File: src/rtl/arb_check_pkg.sv
// Shared constants and helpers for the arbiter protocol checker.
// Optional starvation rule is enabled with the ARB_CHECK_STARVE_EN macro.
package arb_check_pkg;

    // Bit positions of each rule inside err_flags.
    localparam int R_ONEHOT     = 0;
    localparam int R_GRANT_REQ  = 1;
    localparam int R_NO_PREEMPT = 2;
    localparam int R_RELEASE    = 3;
    localparam int R_PRIORITY   = 4;
    localparam int R_IDLE       = 5;
    localparam int R_STARVE     = 6;

    localparam int ERR_W = 32;
    localparam int MAX_W = 256;

`ifdef ARB_CHECK_STARVE_EN
    localparam int FLAG_W = 7;
`else
    localparam int FLAG_W = 6;
`endif

    // Index of the lowest set bit; 0 when the vector is empty.
    function automatic int lowest_set(input logic [MAX_W-1:0] vec);
        lowest_set = 0;
        for (int i = MAX_W - 1; i >= 0; i--) begin
            if (vec[i]) lowest_set = i;
        end
    endfunction

endpackage

File: src/rtl/arb_check_wait.sv
// Per-requester wait counter for starvation detection.
// Only present in builds that define ARB_CHECK_STARVE_EN.
`ifdef ARB_CHECK_STARVE_EN
module arb_check_wait #(
    parameter int TIMEOUT = 1024
) (
    input  logic clk,
    input  logic rst_n,
    input  logic active,
    input  logic waiting,
    output logic hit
);

    localparam int CW = $clog2(TIMEOUT + 1);

    logic [CW-1:0] cnt;

    // Fires on the cycle the count reaches TIMEOUT; saturation keeps it single-shot.
    assign hit = active && waiting && (cnt == CW'(TIMEOUT - 1));

    always_ff @(posedge clk or negedge rst_n) begin
        if (!rst_n) begin
            cnt <= '0;
        end else if (active) begin
            if (!waiting) begin
                cnt <= '0;
            end else if (cnt != CW'(TIMEOUT)) begin
                cnt <= cnt + CW'(1);
            end
        end
    end

endmodule
`endif

File: src/rtl/arb_check.sv
// Request/grant protocol checker for the priority arbiter (bit 0 = highest priority).
// Define ARB_CHECK_STARVE_EN to add per-requester starvation checking (err_flags bit 6).
module arb_check
    import arb_check_pkg::*;
#(
    parameter int WIDTH   = 32,
    parameter int LAT     = 2,
    parameter int TIMEOUT = 1024
) (
    input  logic                     clk,
    input  logic                     rst_n,
    input  logic                     en,
    input  logic [WIDTH-1:0]         req,
    input  logic [WIDTH-1:0]         grt,
    output logic [ERR_W-1:0]         errors,
    output logic [FLAG_W-1:0]        err_flags,
    output logic                     err_pulse,
    output logic [$clog2(WIDTH)-1:0] err_id
);

    localparam int ID_W   = $clog2(WIDTH);
    localparam int IDLE_W = $clog2(LAT + 2);

    logic [WIDTH-1:0]  req_q;
    logic [WIDTH-1:0]  grt_q;
    logic              vld_q;
    logic [IDLE_W-1:0] idle_cnt;

    logic              active;
    logic              idle;
    logic [WIDTH-1:0]  prio_exp;
    logic [WIDTH-1:0]  v_onehot;
    logic [WIDTH-1:0]  v_grant_req;
    logic [WIDTH-1:0]  v_preempt;
    logic [WIDTH-1:0]  v_release;
    logic [WIDTH-1:0]  v_prio;
    logic [WIDTH-1:0]  v_idle;
    logic [WIDTH-1:0]  id_vec;
    logic [FLAG_W-1:0] rule_hit;
    logic              any_hit;
    logic [ID_W-1:0]   id_next;

    assign active = en && vld_q;

    // The arbiter registers its grant, so idle time is judged against last cycle's request.
    assign idle     = (grt == '0) && (req_q != '0);
    assign prio_exp = req_q & (~req_q + WIDTH'(1));

    always_comb begin
        v_onehot    = ((grt & (grt - WIDTH'(1))) != '0) ? grt : '0;
        v_grant_req = grt & ~grt_q & ~req_q;
        v_preempt   = grt_q & req_q & ~grt;
        v_release   = grt_q & ~req_q & grt;
        v_prio      = ((grt_q == '0) && (grt != '0)) ? (grt ^ prio_exp) : '0;
        v_idle      = (idle && (idle_cnt == IDLE_W'(LAT))) ? req_q : '0;
    end

`ifdef ARB_CHECK_STARVE_EN
    logic [WIDTH-1:0] starve_hit;

    for (genvar i = 0; i < WIDTH; i++) begin : g_wait
        arb_check_wait #(
            .TIMEOUT(TIMEOUT)
        ) u_wait (
            .clk    (clk),
            .rst_n  (rst_n),
            .active (active),
            .waiting(req[i] & ~grt[i]),
            .hit    (starve_hit[i])
        );
    end
`else
    logic timeout_unused;
    assign timeout_unused = ^TIMEOUT;
`endif

    always_comb begin
        rule_hit               = '0;
        rule_hit[R_ONEHOT]     = active && (v_onehot != '0);
        rule_hit[R_GRANT_REQ]  = active && (v_grant_req != '0);
        rule_hit[R_NO_PREEMPT] = active && (v_preempt != '0);
        rule_hit[R_RELEASE]    = active && (v_release != '0);
        rule_hit[R_PRIORITY]   = active && (v_prio != '0);
        rule_hit[R_IDLE]       = active && (v_idle != '0);
        id_vec = v_onehot | v_grant_req | v_preempt | v_release | v_prio | v_idle;
`ifdef ARB_CHECK_STARVE_EN
        rule_hit[R_STARVE]     = starve_hit != '0;
        id_vec                 = id_vec | starve_hit;
`endif
    end

    assign any_hit = rule_hit != '0;
    assign id_next = ID_W'(lowest_set(MAX_W'(id_vec)));

    // Sample registers run even while checking is disabled.
    always_ff @(posedge clk or negedge rst_n) begin
        if (!rst_n) begin
            req_q <= '0;
            grt_q <= '0;
            vld_q <= 1'b0;
        end else begin
            req_q <= req;
            grt_q <= grt;
            vld_q <= 1'b1;
        end
    end

    // Saturates at LAT+1 so an idle episode reports once.
    always_ff @(posedge clk or negedge rst_n) begin
        if (!rst_n) begin
            idle_cnt <= '0;
        end else if (active) begin
            if (!idle) begin
                idle_cnt <= '0;
            end else if (idle_cnt != IDLE_W'(LAT + 1)) begin
                idle_cnt <= idle_cnt + IDLE_W'(1);
            end
        end
    end

    always_ff @(posedge clk or negedge rst_n) begin
        if (!rst_n) begin
            errors    <= '0;
            err_flags <= '0;
            err_pulse <= 1'b0;
            err_id    <= '0;
        end else begin
            err_pulse <= any_hit;
            err_flags <= err_flags | rule_hit;
            if (any_hit) begin
                err_id <= id_next;
                if (errors != '1) errors <= errors + ERR_W'(1);
            end
        end
    end

endmodule

File: config.mk
export PLATFORM = sky130hd
export DESIGN_NAME = arb_check
export DESIGN_NICKNAME = d
export VERILOG_FILES = /design/src/rtl/arb_check_pkg.sv /design/src/rtl/arb_check_wait.sv /design/src/rtl/arb_check.sv
export SDC_FILE = /design/constraint.sdc
export NUM_CORES = 1
export LEC_CHECK = 0
export ABC_AREA = 0
export BUFFER_PORTS_ARGS = -buffer_cell sky130_fd_sc_hd__buf_4
export CORE_ASPECT_RATIO = 0.5
export CORE_MARGIN = 5
export CORE_UTILIZATION = 50
export CTS_BUF_LIST = sky130_fd_sc_hd__clkbuf_4 sky130_fd_sc_hd__clkbuf_8
export DETAILED_ROUTE_END_ITERATION = 10
export PLACE_DENSITY = 0.76
export SLEW_MARGIN = 20
export SYNTH_ARGS = -nofsm -noshare
export SYNTH_HDL_FRONTEND = slang
export SYNTH_HIERARCHICAL = 1
export SYNTH_SLANG_ARGS = --single-unit
File: constraint.sdc
create_clock -name clk -period 11.65 [get_ports clk]
set_input_delay 1.7475 -clock clk [delete_from_list [all_inputs] [get_ports clk]]
set_output_delay 1.7475 -clock clk [all_outputs]
set_load 0.02 [all_outputs]
# Yosys cells after proc, flatten, opt, wreduce, memory -nomap -nowiden
# Cells that the tools add are included.
# W data, S select, Z words.
[totals] mem_count=0 output_inout_bits=44 latchBits=0 ff_bits=111 rom_bits=0 ramBits=0
[op_classes] n_mul=0 n_eq_ne=4 div_mod_pow=0 n_bitwise=18 n_addsub=4 n_shift=0 reduce_logical=24 muxes=37 magnitude_cmp=0
[op_table] op="$reduce_bool A32 Y1" n=9
[op_table] op="$and A32 B32 Y32" n=8
[op_table] op="$mux W5" n=32
[op_table] op="$or A32 B32 Y32" n=5
[op_table] op="$mux W32" n=3
[op_table] op="$not A32 Y32" n=3
[op_table] op="$add A32 B1 Y32 const B" n=2
[op_table] op="$logic_not A32 Y1" n=2
[op_table] op="$ne A32 B32 Y1 const B" n=1
[op_table] op="$sub A32 B1 Y32 const B" n=1
[op_table] op="$xor A32 B32 Y32" n=1
[op_table] op="$logic_and A1 B1 Y1" n=10
[op_table] op="$or A6 B6 Y6" n=1
[op_table] op="$reduce_bool A6 Y1" n=1
[op_table] op="$mux W2" n=2
[op_table] op="$reduce_and A2 Y1" n=2
[op_table] op="$add A2 B1 Y2 const B" n=1
[op_table] op="$eq A2 B2 Y1 const B" n=1
[op_table] op="$ne A2 B1 Y1 const B" n=1
[op_table] op="$ne A2 B2 Y1 const B" n=1

# Longest topological paths before layout
# Gate-level depths: netlist (run 1).
[depth] ltp_word=41 mapped_depth=15

# Worst setup path after synthesis (run 1)
# No wires, ideal clock.
[synth_path] path_type="input port to flip-flop" from="input port grt[13]" to="register err_id[1]" setup_ps=134 t_required_ps=11516 t_arrival_ps=5221 path_slack_ps=6295 path_buffers=3 cell_stages=14 path_cell_list="buf_4 > or4_4 > nor2_4 > nand4_2 > o41a_1 > or4_4 > buf_6 > or3_4 > buf_6 > a221o_1 > a2111oi_4 > o2111ai_1 > a311oi_1 > o31ai_1"
[synth_between] elab_chain_len=41 word_cells_on_any_way=67 cone_classes="add/sub: 1; mux: 35; bitwise: 12; reduce/logical: 19"
[synth_lines] element="start: declaration" line_no="arb_check.sv:14" rtl="input logic [WIDTH-1:0] grt,"
[synth_lines] element="$sub A32 B1 Y32" line_no="arb_check.sv:50" rtl="v_onehot = ((grt & (grt - WIDTH'(1))) != '0) ? grt : '0;"
[synth_lines] element="$and A32 B32 Y32" line_no="arb_check.sv:50"
[synth_lines] element="$reduce_bool A32 Y1" line_no="arb_check.sv:50"
[synth_lines] element="$mux W32" line_no="arb_check.sv:50"
[synth_lines] element="$or A32 B32 Y32 (5 in a row)" line_no="arb_check.sv:85" rtl="id_vec = v_onehot | v_grant_req | v_preempt | v_release | v_prio | v_idle;"
[synth_lines] element="$mux W5 (32 in a row)" line_no="arb_check_pkg.sv:27" rtl="if (vec[i]) lowest_set = i;"
[synth_lines] element="end signal: assignment" line_no="arb_check.sv:131" rtl="err_id <= id_next;"
[synth_lines] element="end: declaration" line_no="arb_check.sv:18" rtl="output logic [$clog2(WIDTH)-1:0] err_id"
# Several ways; a longest one is shown, not always the timed one.
# A chain may end at the register's enable or synchronous reset.

# Final worst setup path (run 1)
[layout_path] from="register req_q[6]" to="register err_id[3]"
[layout_between] elab_chain_len=39 word_cells_on_any_way=62 cone_classes="add/sub: 1; mux: 34; bitwise: 13; reduce/logical: 14"
[layout_lines] element="start: declaration" line_no="arb_check.sv:24" rtl="logic [WIDTH-1:0] req_q;"
[layout_lines] element="start signal: assignment" line_no="arb_check.sv:102" rtl="req_q <= req;"
[layout_lines] element="$not A32 Y32" line_no="arb_check.sv:47, arb_check.sv:51, arb_check.sv:53"
[layout_lines] element="$add A32 B1 Y32" line_no="arb_check.sv:47" rtl="assign prio_exp = req_q & (~req_q + WIDTH'(1));"
[layout_lines] element="$and A32 B32 Y32" line_no="arb_check.sv:47"
[layout_lines] element="$xor A32 B32 Y32" line_no="arb_check.sv:54" rtl="v_prio = ((grt_q == '0) && (grt != '0)) ? (grt ^ prio_exp) : '0;"
[layout_lines] element="$mux W32" line_no="arb_check.sv:54"
[layout_lines] element="$or A32 B32 Y32 (2 in a row)" line_no="arb_check.sv:85"
[layout_lines] element="$mux W5 (32 in a row)" line_no="arb_check_pkg.sv:27"
# Several ways; a longest one is shown, not always the timed one.

==> flow_summary.ini, run 1 <==
[route]
drc = 0
ant_nets = 0
drt-initial-drc-count = 1421
vias = 8328
routed_via_density = 6.969
avgRoutedWirePerCell_um = 26.98
firstDrtPassIters = 6
drt_wl_total_um = 32250

[clock_network]
cts_root_buffer = clkbuf_8
clk_path_buf_depth = 2
clk_pin_slew_ns = 0.11
h-tree-depth = 3
cts_sinks = 111
hold_buffers = 0
tritoncts = built
ctsResizeCount = 0
post_cts_buffers = 0
cts_buffers = 9
worstSkewPairLatency_ns = 0.40

[synthesis]
seq_area_frac_synth = 0.3574
ys_ff_latch = 111
ys_async_sr_fraction = 1.000
yosysWarnings = 6
yosysUniqueCellTypes = 89
synth_top_area_frac = 0.3574
synth_top_cell_by_area = dfrtp_1
synth_area_um2 = 7772
synth-edff-count = 0
avgSynthCellArea_um2 = 8.439
synth.net_count = 991
synthFlopType = dfrtp_1
synth_area_leaders = dfrtp_1 36%, nand2_1 4.2%, xnor2_1 4.1%, nor4_1 3.1%, o21ai_0 2.7%
syn_inst = 921

[pwr]
powerDensity_nw_per_um2 = 98.51
p_total_mw = 0.8701
peakVddDrop_v = 0.0001177
p_leak_nw = 3.512

[setup_path]
cp_data_arrival_time_ns = 6.62
crit_top_cell = nand2_1
path_class = register to register
cp-start-kind = register
rrSetupSlack_ns = 5.37
critPathMaxFanout = 16
crit_buf_inv = 0
cp_slowest_stage_delay_ns = 0.85
cp_top_family = simple AND/OR/NAND/NOR gates
timing.rr.end = err_id[3]$_DFFE_PN0P_
reg2reg_from = req_q[6]$_DFF_PN0_
reg2reg_depth = 11
path_cells = nor4_1 -> nand4_1 -> nor4_2 -> or3_1 -> nand2_1 -> nor3_2 -> a21oi_1 -> a2111oi_0 -> nand2_1 -> o21ai_1 -> a22o_1
end_kind = register
crit_path_top_delay_cell = nor4_1
critical_path_required_ns = 11.99

[global_route]
grt_pass1_vias = 7866
grt_usage = 0.3436
grt_pass1_wl_um = 48890
antenna_found_initial = 0
overflow = 0
grt_max_degree = 73

[place]
io_buffer_count = 110
preCtsSetupSlack_ns = 5.263
dp_hpwl_um = 24380
dpl_cell_area_um2 = 8645
gp_congestion = 1.058

[layout]
drive_above_1_share = 0.1665
final_common_cell = buf_4
fin_nets = 1057
mostFrequentLayoutCells = 118 x buf_4, 111 x dfrtp_1, 86 x nand2_1
area_growth_pct = 13.63
stdcell_area_um2 = 8832
antenna_cells = 0
nFillCells = 1433
post-route-util = 0.5760

[timing]
tightest_slew_ns = 1.014
finalSetupViolCount = 0
finClkSkew_ns = 0.01342
period_share = 0.5390
final_max_slew_viol_count = 0
max_freq_ghz = 0.1593
max_slew_margin = 0.3206
hold_violations = 0
layout_setup_ws_ns = 5.371
min_period_ns = 6.279
rsz0062_at_grt = no
setup-tns-final_ns = 0

[status]
status = completed

[worst_hold_path]
hp-start = err_flags[2]$_DFF_PN0_
hold_end = err_flags[2]$_DFF_PN0_
worstHoldPathCells = 1
hp-class = register to register

[floorplan]
die_w_um = 186.3
die_y_um = 98.16
ios = 111
initial_core_util = 0.5069
num_rows = 32
core_area_um2 = 15330
dieArea_um2 = 18290

[job]
cap_violations = 0
==> power by group <==
part / switching (mW) / internal, mW / leakage (nW)
registers: 0.0424 / 0.407 / 1.36
clock network: 0.147 / 0.0808 / 0.0904
logic: 0.119 / 0.0748 / 2.06
total: 0.307 / 0.563 / 3.51
==> worst max path at each step <==
stage | slack, ns | cells past startpoint | to | from
after global placement | 5.40 | 12 | err_id[3]$_DFFE_PN0P_ | grt[8]
final | 5.37 | 11 | err_id[3]$_DFFE_PN0P_ | req_q[6]$_DFF_PN0_
after floorplan | 6.29 | 14 | err_id[1]$_DFFE_PN0P_ | grt[13]
after detailed placement | 5.26 | 12 | err_id[3]$_DFFE_PN0P_ | grt[8]
after global routing | 5.12 | 11 | err_id[3]$_DFFE_PN0P_ | req_q[6]$_DFF_PN0_
after CTS | 5.68 | 12 | err_id[3]$_DFFE_PN0P_ | grt[8]
==> metal layers <==
| metal | share of wire | vias up | routed length (µm) | global-route usage |
|---|---|---|---|---|
| met5 | 0 | - | 0 | 0 |
| met4 | 0.031 | 0 | 1002 | 0.08963 |
| met3 | 0.14 | 98 | 4602 | 0.1539 |
| met2 | 0.41 | 595 | 13080 | 0.4870 |
| met1 | 0.42 | 4017 | 13560 | 0.4771 |
| li1 | - | 3618 | - | - |
==> stage by stage <==
step,hold slack [ns],instances
floorplan,0.4756,921
global placement,0.4518,1180
detailed placement,0.4603,1180
CTS,0.4874,1195
global route,0.5091,1195
finish,0.4853,1195
==> Yosys cell counts, types with 6 or more instances <==
library cell,count
a2111oi_0,7
a211oi_1,10
a21boi_0,8
a21o_1,9
a21oi_1,33
a31oi_1,17
and2_1,8
and3_1,13
buf_2,8
clkbuf_1,50
dfrtp_1,111
inv_1,40
nand2_1,86
nand2b_1,8
nand3_1,35
nand3b_1,19
nand4_1,24
nor2_1,54
nor2b_1,12
nor3_1,24
nor3b_1,16
nor4_1,39
o2111ai_1,9
o211ai_1,18
o21ai_0,42
o22ai_1,16
o31ai_1,8
o32ai_1,12
or3_1,11
or4_1,6
xnor2_1,36
xor2_1,10
==> flip-flops by register name, indices dropped and copies added, names as in the netlist <==
register / count
err_id: 5
req_q: 32
err_flags: 6
grt_q: 32
idle_cnt: 2
err_pulse: 1
errors: 32
vld_q: 1
==> worst reg2reg max path: cells and delay by family, from the launching register on <==
| kind | cells | cell delay [ns] |
|---|---|---|
| AO/OA/AOI/OAI | 4 | 1.54 |
| AND/OR/NAND/NOR | 7 | 4.15 |
| flip-flops | 1 | 0.56 |
==> cell families after synthesis <==
group / count (synthesis) / share of synthesized area
xor gates and xnor gates: 46 / 0.05183
muxes: 4 / 0.005473
DFF: 111 / 0.3574
adders and majority gates: 4 / 0.006118
and+or+nand+nor: 387 / 0.2783
buffers and inverters: 103 / 0.05441
AOI/OAI and AO/OA: 265 / 0.2460
other: 1 / 0.0004825
==> area by class of cell <==
type	instances	area (µm²)	area share
clock buffers	9	123.9	0.01402
clock inverters	6	57.56	0.006517
inverters	40	150.1	0.01700
multi-input cells	707	4582	0.5188
flip-flops and latches	111	2778	0.3145
well taps	204	255.2	0.02890
repair buffers	118	885.9	0.1003
(Power assumes the default switching activity.)
==> run 2: changes to the inputs <==
==> constraint.sdc (replaced) <==
create_clock -name clk -period 6.1 [get_ports clk]
set_input_delay 0.915 -clock clk [delete_from_list [all_inputs] [get_ports clk]]
set_output_delay 0.915 -clock clk [all_outputs]
set_load 0.02 [all_outputs]
==> run 2 against run 1 <==
Effect of this change:
- final cell count up 0.92%
- flip-flop and latch count unchanged
- non-clock buffer count up 10
- wire length up 1.1%
- worst hold slack worse by 0.017 ns
- core utilization up 0.64 points
- critical path type unchanged
- largest power group unchanged
==> flow_summary.ini, run 2 (synthesized netlist as in run 1, its figures left out) <==
[status]
status = completed

[route]
drc = 0
avgRoutedWirePerCell_um = 27.03
drt-initial-drc-count = 1384
routed_via_density = 6.973
firstDrtPassIters = 6
vias = 8410
ant_nets = 0
drt_wl_total_um = 32600

[global_route]
grt_pass1_wl_um = 49290
overflow = 0
grt_pass1_vias = 7835
grt_usage = 0.3482
antenna_found_initial = 1
grt_max_degree = 70

[floorplan]
die_y_um = 98.16
initial_core_util = 0.5069
dieArea_um2 = 18290
die_w_um = 186.3
ios = 111
num_rows = 32
core_area_um2 = 15330

[layout]
antenna_cells = 0
drive_above_1_share = 0.1756
mostFrequentLayoutCells = 128 x buf_4, 111 x dfrtp_1, 86 x nand2_1
reg_top3 = errors: 32 flops, grt_q: 32 flops, req_q: 32 flops
area_growth_pct = 14.89
stdcell_area_um2 = 8930
fin_nets = 1067
final_common_cell = buf_4

[timing]
finalSetupViolCount = 0
tightest_slew_ns = 1.052
period_share = 0.8567
max_freq_ghz = 0.1914
hold_violations = 0
min_period_ns = 5.226
setup-tns-final_ns = 0
max_slew_margin = 0.2920
rsz0062_at_grt = no
finClkSkew_ns = 0.01661
final_max_slew_viol_count = 0

[job]
cap_violations = 0

[place]
dpl_cell_area_um2 = 8727
gp_congestion = 1.087
io_buffer_count = 110
dp_hpwl_um = 24710

[pwr]
clockPowerShare = 0.273
powerDensity_nw_per_um2 = 189.0
switching_power_mw = 0.6024
p_seq_frac = 0.508
power_frac_comb = 0.219
p_leak_nw = 3.568
peakVddDrop_v = 0.0002142
cellInternalPower_mw = 1.085
swShare = 0.3570

[setup_path]
path_class = register to register
end_kind = register
cp_data_arrival_time_ns = 5.58
cp-start-kind = register
critPathMaxFanout = 10
critical_path_required_ns = 6.45

[clock_network]
cts_buffers = 9
worstSkewPairLatency_ns = 0.42
cts_root_buffer = clkbuf_8
clk_path_buf_depth = 2
post_cts_buffers = 0
cts_sinks = 111
h-tree-depth = 3
hold_buffers = 0
tritoncts = built
ctsResizeCount = 0
clk_pin_slew_ns = 0.12

[worst_hold_path]
hp-class = input port to async pin
==> run 2: worst paths after layout <==
| path | startpoint | to | slack (ns) | cells after the start |
|---|---|---|---|---|
| setup / recovery | req_q[10]$_DFF_PN0_ | err_id[3]$_DFFE_PN0P_ | 0.87 | 11 |
| hold / removal | rst_n | req_q[10]$_DFF_PN0_ | 0.47 | 1 |
| setup reg to reg | req_q[10]$_DFF_PN0_ | err_id[3]$_DFFE_PN0P_ | 0.87 | 11 |
| hold reg to reg | err_flags[4]$_DFF_PN0_ | err_flags[4]$_DFF_PN0_ | 0.48 | 1 |
| max in group asynchronous | rst_n | grt_q[31]$_DFF_PN0_ | 4.30 | 2 |
| min in group clk | err_flags[4]$_DFF_PN0_ | err_flags[4]$_DFF_PN0_ | 0.48 | 1 |
==> run 2: power by group through the flow <==
| stage | Clock (mW) | Sequential, mW | Combinational [mW] |
|---|---|---|---|
| finish | 0.461 | 0.857 | 0.369 |
| global route | 0.497 | 0.863 | 0.394 |
| CTS | 0.467 | 0.852 | 0.360 |
| detailed placement | 0 | 0.865 | 0.359 |
| global placement | 0 | 0.866 | 0.356 |
| floorplan | 0 | 0.857 | 0.189 |
==> run 2: worst max-delay path, cell delays in order (launching register included) <==
cell and delay [ns]:
dfrtp_1 0.57, nor4_1 0.72, nand4_1 0.42, nor4_2 0.44
or3_1 0.50, nand2_1 0.19, nor3_2 0.58, a21oi_1 0.36
a2111oi_1 0.85, nand2_1 0.17, o21ai_1 0.18, a22o_1 0.16
==> run 2: final cells by class <==
| type | instances | area [µm²] |
|---|---|---|
| Fill cell | 1362 | 6405 |
| Multi-Input combinational cell | 707 | 4591 |
| Sequential cell | 111 | 2778 |
| Timing Repair Buffer | 128 | 960.9 |
| Tap cell | 204 | 255.2 |
| Inverter | 40 | 150.1 |
| Clock buffer | 10 | 131.4 |
| Clock inverter | 6 | 63.81 |
==> run 2: stage by stage <==
stage          utilization  instances  setup slack, ns  hold WS (ns)  power [mW]
3_3_place_gp        0.5691       1190           0.6013        0.4514       1.222
4_1_cts             0.5818       1206           0.9474        0.4834       1.679
2_1_floorplan            -        921            1.577        0.4756       1.046
5_1_grt             0.5823       1206           0.6281        0.5079       1.754
6_report            0.5823       1206           0.8740        0.4680       1.687
3_5_place_dp        0.5691       1190           0.5284        0.4552       1.224
==> run 2: layer usage <==
metal | part of all wire | vias up | GRT usage
met5 | 0 | - | 0
met4 | 0.025 | 0 | 0.08850
met3 | 0.15 | 88 | 0.1386
met2 | 0.41 | 674 | 0.4947
met1 | 0.42 | 4004 | 0.4940
li1 | - | 3644 | -
==> run 3: changes to the inputs <==
--- a/config.mk
+++ b/config.mk
@@ -5,7 +5,7 @@
 export SDC_FILE = /design/constraint.sdc
 export NUM_CORES = 1
 export LEC_CHECK = 0
-export ABC_AREA = 0
+export ABC_AREA = 1
 export BUFFER_PORTS_ARGS = -buffer_cell sky130_fd_sc_hd__buf_4
 export CORE_ASPECT_RATIO = 0.5
 export CORE_MARGIN = 5
==> run 3 against run 2 <==
Effect of this change:
- via count decreased by 1.0%
- sequential share of layout area down 0.44 points
- non-clock buffer count decreased by 17
- area after synthesis grew 1.5%
- setup slack gained 0.024 ns
- flip-flop and latch count stayed put
- design area is 1.4% higher
- combinational power grew 2%
- wire length down 20%
- first-iteration DRC count is 51% lower
- core utilization rose by 0.37 points
- critical endpoint is now errors[27]$_DFFE_PN0P_
- largest power group unchanged
==> flow_summary.ini, run 3 <==
[worst_hold_path]
hold_end = err_flags[2]$_DFF_PN0_
worstHoldPathCells = 2
hp-class = register to register
hp-start = err_flags[2]$_DFF_PN0_

[pwr]
peakVddDrop_v = 0.0002138
p_total_mw = 1.644
powerDensity_nw_per_um2 = 181.5
p_leak_nw = 4.276

[layout]
antenna_cells = 0
stdcell_area_um2 = 9057
final_cells = 1455
seq_area_um2 = 2778
multi_input_area_um2 = 4369
mostFrequentLayoutCells = 247 x nand2_1, 192 x nor2_1, 160 x inv_1
nFillCells = 1475
fin_nets = 1316
drive_above_1_share = 0.1543
area_growth_pct = 14.76
final_common_cell = nand2_1
reg_top3 = errors: 32 flops, grt_q: 32 flops, req_q: 32 flops

[job]
cap_violations = 0

[setup_path]
timing.rr.end = errors[27]$_DFFE_PN0P_
crit_path_start = grt_q[12]$_DFF_PN0_
crit_path_top_delay_cell = nor2_4
rrSetupSlack_ns = 0.90
reg2reg_depth = 25
critPathMaxFanout = 26
cp-start-kind = register
path_class = register to register
end_kind = register
critical_path_required_ns = 6.40
reg2reg_from = grt_q[12]$_DFF_PN0_
crit_top_cell = inv_2
cp_data_arrival_time_ns = 5.51
cp_slowest_stage_delay_ns = 0.70

[timing]
rsz0062_at_grt = no
finalSetupViolCount = 0
hold_violations = 0
setup-tns-final_ns = 0
max_slew_margin = 0.4326
finClkSkew_ns = 0.01447
final_max_slew_viol_count = 0
tightest_slew_ns = 0.8490
max_freq_ghz = 0.1922
hold-worst-slack_ns = 0.4790
period_share = 0.8527
min_period_ns = 5.202

[global_route]
antenna_found_initial = 0
grt_pass1_wl_um = 41640
grt_usage = 0.2818
overflow = 0
grt_pass1_vias = 7933
grt_max_degree = 69

[place]
dpl.cell_count = 1439
dp_hpwl_um = 20810
dpl_cell_area_um2 = 8876
io_buffer_count = 110
gp_congestion = 1.031

[floorplan]
dieArea_um2 = 18550
core_area_um2 = 15450
die_y_um = 98.84
ios = 111
num_rows = 32
die_w_um = 187.7
initial_core_util = 0.5107

[synthesis]
synth_area_leaders = dfrtp_1 35%, nand2_1 12%, nor2_1 9.1%, inv_1 7.6%, nand3_1 4.9%
seq_area_frac_synth = 0.3519
ys_ff_latch = 111
ys_async_sr_fraction = 1.000
syn_inst = 1136
synth.net_count = 1206
synth_area_um2 = 7893
synthFlopType = dfrtp_1
synth_most_common_cell = nand2_1
synth-edff-count = 0
synth_top_area_frac = 0.3519
yosysWarnings = 6
yosys-top-cells-count = 247 x nand2_1, 192 x nor2_1, 160 x inv_1
yosysUniqueCellTypes = 57
avgSynthCellArea_um2 = 6.948
synth_top_cell_by_area = dfrtp_1

[route]
firstDrtPassIters = 6
routed_via_density = 5.720
ant_nets = 0
drt_wl_total_um = 26030
drc = 0
avgRoutedWirePerCell_um = 17.89
vias = 8323
drt-initial-drc-count = 683

[clock_network]
tritoncts = built
cts_root_buffer = clkbuf_8
worstSkewPairLatency_ns = 0.41
cts_buffers = 9
post_cts_buffers = 0
cts_sinks = 111
clk_path_buf_depth = 2
clk_pin_slew_ns = 0.11
ctsResizeCount = 0
h-tree-depth = 3
hold_buffers = 0

[status]
status = completed
==> run 3: worst max-delay path by stage <==
| stage | to | slack (ns) | cells after the start |
|---|---|---|---|
| after CTS | errors[21]$_DFFE_PN0P_ | 0.98 | 27 |
| final | errors[27]$_DFFE_PN0P_ | 0.90 | 25 |
| after global placement | err_id[0]$_DFFE_PN0P_ | 0.99 | 40 |
| after detailed placement | errors[27]$_DFFE_PN0P_ | 0.99 | 27 |
| after global routing | errors[30]$_DFFE_PN0P_ | 0.56 | 24 |
| after floorplan | errors[30]$_DFFE_PN0P_ | 2.27 | 23 |
==> run 3: kinds of logic after synthesis <==
family | after synthesis | synth area share
XOR/XNOR | 39 | 0.04328
AND/OR/NAND/NOR | 685 | 0.4073
adder cells (fa/ha/maj) | 3 | 0.004756
other | 1 | 0.0004751
AO/OA/AOI/OAI | 115 | 0.09781
buffers and inverters | 182 | 0.09448
flip-flops | 111 | 0.3519
==> run 3: worst max-delay path: cells and delay by family, from the launching register on <==
family / cells / cell delay (ns)
AND/OR/NAND/NOR: 17 / 3.48
buffers and inverters: 5 / 0.57
AO/OA/AOI/OAI: 2 / 0.49
flip-flops: 1 / 0.39
XOR/XNOR: 1 / 0.17
==> run 3: per-stage QoR <==
step | worst slack (ns) | util
after floorplan | 2.274 | -
after detailed placement | 0.9934 | 0.5743
after CTS | 0.9826 | 0.5861
after global placement | 0.9858 | 0.5743
final | 0.8983 | 0.5861
after global routing | 0.5625 | 0.5861
==> run 3: layer usage <==
layer | GRT usage | up-vias | part of all wire
met5 | 0 | - | 0
met1 | 0.4035 | 3884 | 0.45
met3 | 0.07749 | 45 | 0.10
met4 | 0.06764 | 0 | 0.019
met2 | 0.4254 | 431 | 0.42
li1 | - | 3963 | -
==> run 3: cell type report <==
cell class / count / share of cell area
inverters: 170 / 0.07073
repair buffers: 111 / 0.09200
multi-input cells: 843 / 0.4824
well taps: 204 / 0.02818
clock buffers: 11 / 0.01533
clock inverters: 5 / 0.004697
flip-flops and latches: 111 / 0.3067
==> run 3: power by group <==
group | internal (mW) | switching (mW)
clock network | 0.163 | 0.270
registers | 0.782 | 0.0527
logic | 0.139 | 0.238
total | 1.08 | 0.560
